[config.mk]
export PLATFORM = sky130hd
export DESIGN_NAME = rf_write_arbiter
export DESIGN_NICKNAME = d
export VERILOG_FILES = /design/src/rtl/rf_write_arbiter.sv
export SDC_FILE = /design/constraint.sdc
export NUM_CORES = 1
export LEC_CHECK = 0
export CELL_PAD_IN_SITES_DETAIL_PLACEMENT = 2
export CELL_PAD_IN_SITES_GLOBAL_PLACEMENT = 2
export CORE_UTILIZATION = 22
export DETAILED_ROUTE_END_ITERATION = 8
export PLACE_DENSITY_LB_ADDON = 0.08
export SETUP_SLACK_MARGIN = 0.2
export SLEW_MARGIN = 20
export SYNTH_ARGS = -nofsm -noshare
export SYNTH_HDL_FRONTEND = slang
export SYNTH_SLANG_ARGS = --single-unit
[constraint.sdc]
create_clock -name clk -period 2.05 [get_ports clk]
set_clock_uncertainty 0.2 [all_clocks]
set_input_delay 0.205 -clock clk [delete_from_list [all_inputs] [get_ports clk]]
set_output_delay 0.205 -clock clk [all_outputs]
set_load 0.05 [all_outputs]
[src/rtl/rf_write_arbiter.sv]
// rtl/rf_write_arbiter.sv - round-robin arbiter for the register file write port, one-entry output stage.
// Optional RF_ARB_SP_PRIORITY_EN: stack requester (req 2) takes strict priority over ALU/MEM.
module rf_write_arbiter #(
  parameter int DATA_W = 8,
  parameter int ADDR_W = 2,
  parameter int CNT_W  = 8
) (
  input  logic                    clk,
  input  logic                    rst,
  input  logic [2:0]              req_valid,
  output logic [2:0]              req_ready,
  input  logic [3*ADDR_W-1:0]     req_addr,
  input  logic [3*DATA_W-1:0]     req_data,
  input  logic                    hold,
  output logic                    wr_en,
  output logic [ADDR_W-1:0]       wr_addr,
  output logic [DATA_W-1:0]       wr_data,
  output logic [(2**ADDR_W)-1:0]  pending,
  output logic [CNT_W-1:0]        contention
);

  logic              stg_valid;
  logic [ADDR_W-1:0] stg_addr;
  logic [DATA_W-1:0] stg_data;
  logic [1:0]        last;
  logic              can_load;
  logic              any_valid;
  logic              multi_valid;
  logic [1:0]        win;
  logic [2:0]        grant;
  logic [1:0]        p0, p1, p2;

  assign can_load    = ~stg_valid | ~hold;
  assign any_valid   = |req_valid;
  assign multi_valid = (req_valid[0] & req_valid[1]) | (req_valid[0] & req_valid[2]) |
                       (req_valid[1] & req_valid[2]);

  // Search order begins just after the last granted requester.
  always_comb begin
    case (last)
      2'd0:    begin p0 = 2'd1; p1 = 2'd2; p2 = 2'd0; end
      2'd1:    begin p0 = 2'd2; p1 = 2'd0; p2 = 2'd1; end
      default: begin p0 = 2'd0; p1 = 2'd1; p2 = 2'd2; end
    endcase
  end

  always_comb begin
    win = 2'd0;
`ifdef RF_ARB_SP_PRIORITY_EN
    if (req_valid[2])    win = 2'd2;
    else if (last == 2'd0) win = req_valid[1] ? 2'd1 : 2'd0;
    else                 win = req_valid[0] ? 2'd0 : 2'd1;
`else
    if (req_valid[p0])      win = p0;
    else if (req_valid[p1]) win = p1;
    else                    win = p2;
`endif
    grant = any_valid ? (3'b001 << win) : 3'b000;
  end

  // Outputs are forced quiet while reset is asserted, even though the stage is empty.
  assign req_ready = grant & {3{can_load & ~rst}};
  assign wr_en     = stg_valid & ~hold;
  assign wr_addr   = stg_addr;
  assign wr_data   = stg_data;

  always_comb begin
    pending = '0;
    if (stg_valid) pending[stg_addr] = 1'b1;
  end

  always_ff @(posedge clk or posedge rst) begin
    if (rst) begin
      stg_valid <= 1'b0;
      stg_addr  <= '0;
      stg_data  <= '0;
      last      <= 2'd2;
    end else if (can_load) begin
      if (any_valid) begin
        stg_valid <= 1'b1;
        stg_addr  <= req_addr[win*ADDR_W +: ADDR_W];
        stg_data  <= req_data[win*DATA_W +: DATA_W];
`ifdef RF_ARB_SP_PRIORITY_EN
        if (win != 2'd2) last <= win;
`else
        last <= win;
`endif
      end else begin
        stg_valid <= 1'b0;
      end
    end
  end

  always_ff @(posedge clk or posedge rst) begin
    if (rst) begin
      contention <= '0;
    end else if (multi_valid && (contention != {CNT_W{1'b1}})) begin
      contention <= contention + 1'b1;
    end
  end

endmodule

# Word level (Yosys, flattened, before mapping)

Cells that the tools add are included.

Add/sub/neg operators: 1
Magnitude comparators: 4
Eq/ne operators: 2
Shift-type cells: 3
Mux-type cells: 14
Bitwise operators: 12
Reductions and logical operators: 5

Operators with widths:

| cell                                                              | number |
|---|---|
| variable part select 24 x 6 -> 8 bit                              | 1 |
| one-hot mux 2 bit (2 select lines)                                | 3 |
| < comparator 2 x 3 -> 1 bit, second input constant                | 3 |
| adder 8 x 1 -> 8 bit, second input constant                       | 1 |
| inequality test 8 bit, second input constant                      | 1 |
| variable part select 6 x 4 -> 2 bit                               | 1 |
| AND 1 bit                                                         | 5 |
| binary-select mux 1 bit (select 2 bit)                            | 2 |
| two-way mux 1 bit                                                 | 4 |
| two-way mux 2 bit                                                 | 2 |
| two-way mux 4 bit                                                 | 1 |
| AND 3 bit                                                         | 1 |
| two-way mux 3 bit                                                 | 1 |
| NOT 1 bit                                                         | 3 |
| bitwise OR 1 bit                                                  | 3 |
| OR reduction 3 bit                                                | 1 |
| << shifter 1 x 2 -> 3 bit, first input constant                   | 1 |
| demux 1 bit (select 2 bit)                                        | 1 |
| equality test 2 x 1 -> 1 bit, second input constant               | 1 |
| greater-or-equal comparator 2 x 1 -> 1 bit, second input constant | 1 |
| logical AND 1 bit                                                 | 2 |
| logical NOT 2 bit                                                 | 1 |
| AND reduction 2 bit                                               | 1 |

Register bits: 21
Bits of input ports: 36
Word-level logic and storage cells: 46

# Logic depth before layout (Yosys ltp)

Depth after elaboration: 9
Mapped depth: 6

# Worst setup path before layout

Ideal clock, no wire load.

Path kind: register to output
From: reg last[1]
To: out req_ready[0]
Data arrival time: 2647 ps
Data required time: 1645 ps
Path slack: -1002 ps
Cell stages (with the launch flop): 5
Path buffers: 1
Cells stage by stage: dfstp_2 > a21oi_2 > a31oi_4 > buf_6 > nor4b_1

Word-level cells in the longest chain between the ends: 9

Ends and longest elaborated chain:

| element                                                                  | RTL line | RTL |
|---|---|---|
| start: declaration                                                       | 25       | `logic [1:0] last;` |
| start signal: assignment                                                 | 86       | `last <= win;` |
| equality test 2 x 1 -> 1 bit / logical NOT 2 bit (equally long branches) | 40       | `case (last)` |
| one-hot mux 2 bit (2 select lines)                                       | 40       |  |
| binary-select mux 1 bit (select 2 bit)                                   | 55       | `else if (req_valid[p1]) win = p1;` |
| two-way mux 1 bit (implied by the code)                                  | 55       |  |
| two-way mux 2 bit                                                        | 55       |  |
| two-way mux 2 bit *                                                      | 54       | `if (req_valid[p0]) win = p0;` |
| << shifter 1 x 2 -> 3 bit *                                              | 58       | `grant = any_valid ? (3'b001 << win) : 3'b000;` |
| two-way mux 3 bit *                                                      | 58       |  |
| AND 3 bit *                                                              | 62       | `assign req_ready = grant & {3{can_load & ~rst}};` |
| end: declaration                                                         | 11       | `output logic [2:0] req_ready,` |

Mark *: on every way between the ends. The rest lies on a longest branch, timed or not. The select of a mux whose other input is x is not followed.

# Worst setup path after layout

From: reg last[0]
To: out req_ready[1]

Same word-level chain as after synthesis.

==> flow_summary.ini <==
[route]
routed_wl_mm = 4.03
firstDrtPassIters = 2
ant_nets = 0
drc = 0
dr.first_iter.drc_count = 25
via_per_inst = 4.63
post_drt_wl_per_cell_um = 15.8
vias = 1181

[yosys]
ys_types = 37
syn_nets = 145
synth-main-ff-cell = dfrtp_1
synth-async-reset-ratio_pct = 100
yosysWarningCount = 0
ys_seq_elements = 21
synth_edf_count = 0
synthCells = 108
ys_seq_area_share_pct = 46.0
syn_area_per_cell_um2 = 10.6
syn_area_um2 = 1150

[cts]
clkSlewWorstSetupHoldPaths_ps = 80
cts_tree = yes
cts.sinks = 21
cts_root_buffer = clkbuf_8
h-tree-depth = 1
numCtsBuffers = 3
cts_hold_buffers = 0
cts_buffer_depth = 2
clock_latency_ps = 270

[power]
ir_drop_v = 0.000485
power_frac_seq_pct = 29.9
p_int_mw = 1.19
power.net_switching_mw = 1.12
leakagePower_nw = 0.966
switching_share_pct = 48.4
p_per_area_nw_per_um2 = 1090
comb_power_share_pct = 57.8
clockPowerShare_pct = 12.4

[critical_path]
crit_path_end_kind = primary output
cp.depth = 5
crit_buf_inv = 1
crit_chain = or3b_4 > a21oi_4 > a31oi_4 > nor4_4 > buf_12
reg2reg_slack_ps = 60
rr_worst_depth = 8
critical_path_class = flip-flop to primary output
crit_fanout = 3
critPathMaxStageDelay_ps = 400
cp_slowest_cell = or3b_4
crit_family = simple AND/OR/NAND/NOR gates
crit_arrival_ps = 1680
crit_required_ps = 1640
cp-start-kind = flip-flop
r2r_end = wr_data[1]
rr_startpoint = last[0]

[cells_and_area]
utilization_pct = 43.4
fin_nets = 226
drive_gt1_share_pct = 28.2
diodes = 0
fillers = 547
syn_to_final_growth_pct = 84.7

[global_routing]
grt_max_degree = 13
antenna_found_initial = 0
grt_usage_pct = 15.9
grt_pass1_wl_mm = 6.51
grt_pass1_vias = 1342
grt_overflow = 0

[sta]
slew-limit-headroom_pct = 65.3
rsz0062_at_grt = yes
tns_ps = -69.5
worst_slew_pin_slew_ps = 520
fin_crit_sh_pct = 102
max_freq_mhz = 479
period_needed_ps = 2090
worst_slack_ps = -39.1
finalMaxSlewViolations = 0
final-hold-violation-count = 0
finalSetupViolCount = 2
holdWs_ps = 241

[outcome]
violations = negative setup slack
status = complete, but fails checks

[floorplan]
core_um2 = 4880
rows = 25
ios = 62
die_h_um = 74.2
die_area_um2 = 5500
initial_core_util_pct = 23.5
die_w_um = 74.2

[worst_hold_path]
hp-class = input port to flip-flop
whs_endpoint = stg_valid
holdPathStages = 2
hp-start = req_valid[2]

[placement]
hpwl_mm = 3.19
numPortBuffers = 61
place_ws_ps = -343
gp_congestion = 0.681

[flow_run]
drv_cap = 0
-- registers in the layout, summed over array words and instances, names as in the netlist --
| register | count |
|---|---|
| last | 2 |
| wr_data | 8 |
| wr_addr | 2 |
| contention | 8 |
| stg_valid | 1 |
-- final cells by class --
| cell class | count | area (µm²) | share of cell area, % |
|---|---|---|---|
| inverter | 3 | 11.3 | 0.532 |
| timing repair buffer | 80 | 779 | 36.8 |
| multi-input combinational | 80 | 662 | 31.3 |
| clock buffer | 3 | 41.3 | 1.95 |
| sequential | 21 | 534 | 25.2 |
| clock inverter | 1 | 5.00 | 0.236 |
| tap | 67 | 83.8 | 3.96 |
-- how the worst max path moves through the flow --
| stage | start | endpoint | slack, ps |
|---|---|---|---|
| 2_1_floorplan | last[1] | req_ready[0] | 9 |
| 3_3_place_gp | req_valid[2] | wr_addr[0] | -210 |
| 3_5_place_dp | req_valid[0] | wr_data[4] | -340 |
| 4_1_cts | last[0] | req_ready[1] | -70 |
| 5_1_grt | last[0] | req_ready[1] | -110 |
| 6_report | last[0] | req_ready[1] | -40 |
-- synth_stat cells (2+ instances only) --
master,n,share of area [%]
a21oi_1,2,0.87
a22oi_1,11,7.2
and3_1,2,1.1
clkbuf_1,2,0.66
dfrtp_1,20,44
inv_1,3,0.98
mux2_2,2,2.0
mux2i_1,10,8.7
nand2_1,6,2.0
nand2b_1,2,1.1
nand3_1,3,1.3
nand3b_1,2,1.3
nor2_1,5,1.6
nor2b_1,2,1.1
o21a_1,2,1.3
o21ai_0,3,1.3
o21ai_1,9,3.9
xnor2_1,3,2.3
-- metal layers --
layer | vias to the layer above | track usage (%) | part of all wire [%]
met5 | - | 0 | 0
met2 | 39 | 28.7 | 54
met1 | 579 | 18.7 | 40
met3 | 4 | 3.25 | 5.6
met4 | 0 | 5.13 | 0.99
li1 | 559 | - | -
-- stage by stage --
| step | total power, mW | cells | area (µm²) |
|---|---|---|---|
| floorplan | 1.54 | 108 | 1200 |
| global placement | 2.02 | 247 | 2000 |
| detailed placement | 2.06 | 247 | 2000 |
| CTS | 2.31 | 254 | 2080 |
| global route | 2.45 | 255 | 2120 |
| finish | 2.31 | 255 | 2120 |
-- cells by family after synthesis --
kind of cell / after synthesis / synth area share, %
flip-flops: 21 / 46.0
adder cells (fa/ha/maj): 2 / 1.96
AND/OR/NAND/NOR: 29 / 14.2
XOR/XNOR: 4 / 3.06
buffers and inverters: 7 / 3.06
multiplexers: 12 / 10.7
AO/OA/AOI/OAI: 33 / 21.1
-- power groups by stage --
stage	registers (mW)	clock network (mW)	logic (mW)
after floorplan	1.10	0	0.443
after global placement	0.696	0	1.32
after detailed placement	0.708	0	1.35
after CTS	0.693	0.296	1.32
after global routing	0.722	0.311	1.42
final	0.690	0.285	1.33
-- cell usage in the layout, fill, tap and decap left out, drive strengths merged, types with 2 or more instances in the layout --
cell           instances
dlymetal6s2s           2
inv                    3
a22oi                 11
buf                   27
nand3                  3
mux2i                 10
and3                   2
a21oi                  3
dlygate4sd2           19
dfrtp                 20
nand2b                 2
nand3b                 2
nor2                   5
a31oi                  2
o21ai                 12
o21a                   2
nand2                  6
mux2                   2
clkdlybuf4s50         32
nor2b                  2
clkbuf                 3
xnor2                  3
-- repair_timing --
item,4_1_cts,5_1_grt
setup endpoints to repair,32,15
buffers inserted,3,1
cloned,0,0
resized for setup,28,9
pin swaps,3,2
Power figures use the tool's default switching activity.
